<file path="src/rtl/pipe_pkg.sv">
// Shared types and defaults for the elastic inter-stage pipeline register.
package pipe_pkg;

   typedef enum logic [1:0] {
      PS_EMPTY,
      PS_BUSY,
      PS_FULL
   } ps_state_e;

   localparam int PS_CTRL_W      = 16;
   localparam int PS_DATA_W      = 128;
   localparam int PS_SKID        = 1;
   localparam int PS_STALL_CNT_W = 16;
   localparam int PS_CTRL_MAX_W  = 256;

   function automatic logic [PS_CTRL_MAX_W-1:0] zero_ctrl();
      return '0;
   endfunction

endpackage

</file>
<file path="src/rtl/pipe_stage_reg_sat_counter.sv">
// Saturating event counter, shared by the pipeline performance monitors.
module sat_counter
   import pipe_pkg::*;
#(
   parameter int W = PS_STALL_CNT_W
) (
   input  logic         clk,
   input  logic         reset,
   input  logic         inc,
   output logic [W-1:0] cnt
);

   logic [W-1:0] cnt_q;
   logic [W-1:0] cnt_d;

   always_comb begin
      cnt_d = cnt_q;
      if (inc && (cnt_q != '1)) begin
         cnt_d = cnt_q + W'(1);
      end
   end

   always_ff @(posedge clk) begin
      if (reset) begin
         cnt_q <= '0;
      end else begin
         cnt_q <= cnt_d;
      end
   end

   assign cnt = cnt_q;

endmodule

</file>
<file path="src/rtl/pipe_stage_reg.sv">
// Elastic valid/ready stage register with optional skid slot,
// synchronous flush and a saturating stall counter.
module pipe_stage_reg
   import pipe_pkg::*;
#(
   parameter int CTRL_W      = PS_CTRL_W,
   parameter int DATA_W      = PS_DATA_W,
   parameter int SKID        = PS_SKID,
   parameter int STALL_CNT_W = PS_STALL_CNT_W
) (
   input  logic                   clk,
   input  logic                   reset,
   input  logic                   flush,
   input  logic                   in_valid,
   output logic                   in_ready,
   input  logic [CTRL_W-1:0]      in_ctrl,
   input  logic [DATA_W-1:0]      in_data,
   output logic                   out_valid,
   input  logic                   out_ready,
   output logic [CTRL_W-1:0]      out_ctrl,
   output logic [DATA_W-1:0]      out_data,
   output logic [STALL_CNT_W-1:0] stall_cnt
);

   ps_state_e         state_q, state_d;
   logic [CTRL_W-1:0] m_ctrl_q, m_ctrl_d;
   logic [DATA_W-1:0] m_data_q, m_data_d;
   logic [CTRL_W-1:0] s_ctrl_q, s_ctrl_d;
   logic [DATA_W-1:0] s_data_q, s_data_d;
   logic              acc;
   logic              emit;

   assign out_valid = (state_q != PS_EMPTY);
   assign acc       = in_valid & in_ready;
   assign emit      = out_valid & out_ready;

   // Skid mode decodes ready from state only, so out_ready never reaches in_ready.
   if (SKID != 0) begin : g_skid
      assign in_ready = (state_q != PS_FULL);
   end else begin : g_single
      assign in_ready = ~out_valid | out_ready;
   end

   always_ff @(posedge clk) begin
      if (reset) begin
         state_q  <= PS_EMPTY;
         m_ctrl_q <= '0;
         m_data_q <= '0;
         s_ctrl_q <= '0;
         s_data_q <= '0;
      end else begin
         state_q  <= state_d;
         m_ctrl_q <= m_ctrl_d;
         m_data_q <= m_data_d;
         s_ctrl_q <= s_ctrl_d;
         s_data_q <= s_data_d;
      end
   end

   always_comb begin
      state_d  = state_q;
      m_ctrl_d = m_ctrl_q;
      m_data_d = m_data_q;
      s_ctrl_d = s_ctrl_q;
      s_data_d = s_data_q;
      if (flush) begin
         state_d = PS_EMPTY;
      end else begin
         unique case (state_q)
            PS_EMPTY: begin
               if (acc) begin
                  state_d  = PS_BUSY;
                  m_ctrl_d = in_ctrl;
                  m_data_d = in_data;
               end
            end
            PS_BUSY: begin
               if (acc && emit) begin
                  m_ctrl_d = in_ctrl;
                  m_data_d = in_data;
               end else if (emit) begin
                  state_d = PS_EMPTY;
               end else if (acc) begin
                  state_d  = PS_FULL;
                  s_ctrl_d = in_ctrl;
                  s_data_d = in_data;
               end
            end
            PS_FULL: begin
               if (emit) begin
                  state_d  = PS_BUSY;
                  m_ctrl_d = s_ctrl_q;
                  m_data_d = s_data_q;
               end
            end
            default: state_d = PS_EMPTY;
         endcase
      end
   end

   always_comb begin
      out_ctrl = out_valid ? m_ctrl_q : CTRL_W'(zero_ctrl());
      out_data = m_data_q;
   end

   sat_counter #(
      .W(STALL_CNT_W)
   ) u_stall (
      .clk  (clk),
      .reset(reset),
      .inc  (out_valid & ~out_ready),
      .cnt  (stall_cnt)
   );

endmodule

</file>
<file path="config.mk">
export PLATFORM = sky130hd
export DESIGN_NAME = pipe_stage_reg
export DESIGN_NICKNAME = d
export VERILOG_FILES = /design/src/rtl/pipe_pkg.sv /design/src/rtl/pipe_stage_reg_sat_counter.sv /design/src/rtl/pipe_stage_reg.sv
export SDC_FILE = /design/constraint.sdc
export NUM_CORES = 1
export LEC_CHECK = 0
export BUFFER_PORTS_ARGS = -buffer_cell sky130_fd_sc_hd__buf_2
export CAP_MARGIN = 0
export CORE_MARGIN = 1.5
export CORE_UTILIZATION = 53
export DETAILED_ROUTE_END_ITERATION = 8
export GPL_TIMING_DRIVEN = 0
export PLACE_DENSITY = 0.79
export SYNTH_ARGS = -nofsm -noshare
export SYNTH_HDL_FRONTEND = slang
export SYNTH_SLANG_ARGS = --single-unit
</file>
<file path="constraint.sdc">
create_clock -name clk -period 2 [get_ports clk]
set_input_delay 0.6 -clock clk [delete_from_list [all_inputs] [get_ports clk]]
set_output_delay 0.6 -clock clk [all_outputs]
set_load 0.1 [all_outputs]
</file>
### Yosys cells after proc, flatten, opt, wreduce, memory -nomap -nowiden

Index checks and enable logic that the tools add are counted.

| operators by class | value |
|---|---|
| add/subtract/negate cells | 1 |
| equal/unequal tests | 9 |
| muxes and demuxes | 15 |
| bitwise gates (word level) | 7 |
| reduce and logical (&&, ||, !) cells | 9 |

Operators with widths:

| operator | number |
|---|---|
| $mux W128 | 3 |
| $pmux W128 S3 | 1 |
| $mux W16 | 4 |
| $pmux W16 S3 | 1 |
| $add A16 B1 Y16 const B | 1 |
| $ne A16 B16 Y1 const B | 1 |
| $mux W2 | 5 |
| $ne A2 B2 Y1 const B | 5 |
| $reduce_and A5 Y1 | 2 |
| $pmux W2 S3 | 1 |
| $not A1 Y1 | 4 |
| $reduce_and A4 Y1 | 1 |
| $and A1 B1 Y1 | 3 |
| $ne A3 B3 Y1 const B | 1 |
| $reduce_bool A3 Y1 | 1 |
| $eq A2 B1 Y1 const B | 1 |
| $eq A2 B2 Y1 const B | 1 |
| $logic_and A1 B1 Y1 | 2 |
| $logic_not A2 Y1 | 1 |
| $reduce_bool A2 Y1 | 1 |
| $reduce_or A2 Y1 | 1 |

| word-level totals | value |
|---|---|
| register bits after elaboration | 306 |
| output and inout port bits | 162 |
| logic and storage cells | 47 |

### Logic depth before layout (Yosys ltp)

| logic depth | value |
|---|---|
| word-level depth | 6 |
| depth in mapped cells | 7 |

### By module

A second synthesis with hierarchy kept.

| second synthesis, totals | value |
|---|---|
| cells, all modules | 1590 |
| area, all modules | 13729.4 um2 |

Modules (own cells, without submodules):

| module | times used | cells an instance | area an instance (um2) | seq. area each (um2) |
|---|---|---|---|---|
| pipe_stage_reg | 1 | 1491 | 12881.1 | 5805.6 |
| sat_counter | 1 | 99 | 848.3 | 320.3 |

### Worst setup path before layout

No wires, ideal clock.

| path | value |
|---|---|
| path type | register to output |
| start | register state_q[1] |
| end | output out_ctrl[10] |
| data arrival time | 2.103 ns |
| data required time | 1.400 ns |
| slack | -0.703 ns |
| cell stages (with the launch flop) | 4 |
| path through | dfxtp_1 nor2_1 clkbuf_1 nor2b_1 |

| on the way | value |
|---|---|
| cells in the longest elaborated chain, start to end | 2 |

RTL lines:

| element | RTL line | source |
|---|---|---|
| from (decl) | pipe_stage_reg.sv:25 | `ps_state_e state_q, state_d;` |
| from (signal assigned) | pipe_stage_reg.sv:52 | `state_q <= state_d;` |
| $reduce_bool A2 Y1 | pipe_stage_reg.sv:33 | `assign out_valid = (state_q != PS_EMPTY);` |
| $mux W16 | pipe_stage_reg.sv:102 | `out_ctrl = out_valid ? m_ctrl_q : CTRL_W'(zero_ctrl());` |
| to (decl) | pipe_stage_reg.sv:20 | `output logic [CTRL_W-1:0] out_ctrl,` |

No other way between the ends.

### Worst setup path in the final report

| path | value |
|---|---|
| start | register state_q[1] |
| end | output out_ctrl[14] |

Same word-level chain as after synthesis.

==> impl_results.md <==
- Status: finished, violations left
- Violations in the final reports: setup timing
- Setup ws final: -0.187 ns
- Total track usage: around 31%
- Total gr overflow: 0
- Final-stage net count: 1938
- DR vias: 12200
- Io pins: 311
- Pre-CTS setup slack: -0.674 ns
- Met1 GRT Util: 36.6%
- Most frequent cells in the layout: buf_2, a21oi_1, nand2_1
- TritonRoute pass-1 iters: 5
- Top-area cell type share of the netlist area: 48.2%
- Number of port buffers: 309
- HPWL reported at the end of detailed placement: 27700 um
- Area leader, netlist: dfxtp_1
- Post-Route WL: 39800 um
- Setup CP Type: reg2out
- Crit-path cells: nor2_4 > buf_12 > buf_12 > nor2b_4 > buf_12
- Skew final: 0.0138 ns
- Most crowded layer after global routing: met2
- Yosys reg bits: between 300 and 400
- Worst-path fanout max: 5
- Max-slew violations: 0
- VDD IR max: 0.705 mV
- Clock period minus worst slack: 2.19 ns
- Max Cap Violations: 0
- Worst Path Required: 1.40 ns
- Hold WS: 0.309 ns
- Crit start category: flip-flop
- Number of antenna violations at the first check in global routing: 11
- Setup_tns: -2.69 ns
- Initial DRC count: 800
- Clk sinks: 306
- CTS Root Cell: clkbuf_16
- Worst min-delay path class: in2reg
- Fin util: 70.5%
- Core area: 23500 um^2
- Commonest non-fill, non-tap cell in the layout: buf_2
- Vias in the first global route: 11700
- Most used cell, CP: buf_12
- FP Rows: 56
- Synth Instances: 1432
- Cell variety after synth: 39
- Layout cells sized above 1: 27.6%
- Vias/cell: 5.72
- Clk_lat worst skew: 0.51 ns
- Synthesized cell area: 12700 um^2
- CTS buffer count: 34
- Largest net degree at the start of global routing: 14
- TritonCTS clock tree: done
- Fin crit share: 109%
- GP Congestion: slightly above 0.8
- Fmax: about 460 MHz
- Mapped Avg Cell Area: 8.87 um^2
- First-pass GRT wire length: 60100 um
- Bufs on Longest Clock Path: 3
- PwrDens: 956 nW/um^2
- Max_slew headroom: 40.4%
- Drt wl/cell: around 19 um
- Die area: 24900 um^2
- Seq/Total Area, Yosys: 48.2%
- Family with the most delay on the worst path: buffers and inverters
- Clock Pin Slew Worst Setup and Hold Paths: approximately 0.06 ns
- Mapped Nets: 1582
- Critical Path Max Stage Delay: 0.36 ns
- Met3 Usage GRT: 7.94%
- Setup-failing EPs final: 18
- Final ANT Viol Nets: 0
- Crit path capture type: primary output
- Synth top area cells: dfxtp_1, a21oi_1, mux2i_1
- Met2 Usage GRT: between 50% and 60%
- P&R area growth vs syn: 30.2%
- Fraction of registers with async set/reset: 0%
- DR DRC count: 0
- Post-synth EDFFs: 0
- H-tree depth: 2
- Tightest Pin Transition: 0.894 ns
- Post-Place Cell Area: about 15000 um^2
- Post-route cell area: 16500 um^2
- YS warnings: 0
- Slowest cell on the critical path: dfxtp_4
- Critical Path AT: 1.59 ns
- Die X: 158 um
- Final Hold Fails: 0
- Effective utilization at floorplan: 54.1%
- RSZ-0062 raised after global routing: true
- P_leak: 7.33 nW
- Top FF cell, synth: dfxtp_1
- WP buf/inv: 3
- Die H: 158 um
kinds of logic (layout without fill, tap and decap cells):
| logic type | count (synthesis) | count (layout) | share of synthesized area (%) |
|---|---|---|---|
| compound gates | 459 | 459 | 22.7 |
| simple gates | 364 | 364 | 12.2 |
| flops | 306 | 306 | 48.2 |
| buf+inv | 152 | 533 | 4.96 |
| mux | 150 | 150 | 11.9 |
| fa+ha+maj | 1 | 1 | 0.0985 |
| other cells | 0 | 8 | 0 |
through the flow:
stage,instances,total power [mW]
final,2140,15.8
after global routing,2139,16.3
after CTS,2128,15.8
after detailed placement,2060,9.34
after global placement,2060,9.31
after floorplan,1432,8.68
cell type report:
cell class | count | area (um^2)
diodes | 8 | 20.0
plain buffers | 144 | 701
clock buffers | 53 | 1130
clock inverters | 8 | 65.1
fillers | 1810 | 6930
inverters | 5 | 22.5
multi-input cells | 974 | 6100
flip-flops and latches | 306 | 6170
well taps | 319 | 399
repair buffers | 323 | 1940
cell usage after synthesis, types with 2 or more instances:
cell type,number
dfxtp_1,306
a21oi_1,298
nand2_1,295
mux2i_1,146
a311oi_1,144
clkbuf_1,98
buf_2,48
nor2b_1,21
nor2_1,10
nand3_1,6
or3_1,6
inv_1,5
or4_1,5
mux2_2,4
nand4_1,4
nor4_1,4
o21ai_0,4
o31ai_1,4
and3_1,2
nand2b_1,2
nor3_1,2
worst reg2reg max path: stages (launching register included):
cell	delay, ns
dfxtp_4	0.36
buf_4	0.16
nand2b_1	0.17
o21ai_4	0.26
buf_4	0.18
clkbuf_4	0.24
buf_2	0.29
a311oi_1	0.14
flip-flops by register name (all words and copies together), names as in the netlist:
signal and cells:
m_ctrl_q 16, out_data 128, state_q 2, s_data_q 128, s_ctrl_q 16, u_stall.cnt 16
report_power, final:
group	internal (mW)	total, mW	switching (mW)
clock	4.00	6.49	2.48
combinational	0.637	2.87	2.23
sequential	6.33	6.47	0.140
total	11.0	15.8	4.85
layer usage:
metal	up-vias	share of wire (%)
li1	5926	-
met4	4	4.1
met2	478	47
met5	-	0.065
met1	5714	40
met3	110	8.9
final timing paths:
path / startpoint / endpoint / slack [ns] / depth (start not counted)
max: state_q[1] / out_ctrl[14] / -0.19 / 5
min reg2reg: s_data_q[37] / s_data_q[37] / 0.45 / 2
max reg2reg: state_q[1] / out_data[31] / 0.06 / 7
min: flush / state_q[1] / 0.31 / 2
timing repair:
item / 4_1_cts / 5_1_grt
gates resized for setup: 100 / 54
pin swaps: 2 / 2
setup endpoints to repair: 232 / 188
buffers inserted: 8 / 6
hold buffers: 0 / 0
gates cloned: 1 / 0
No activity file was read; power rests on OpenSTA's default activity.
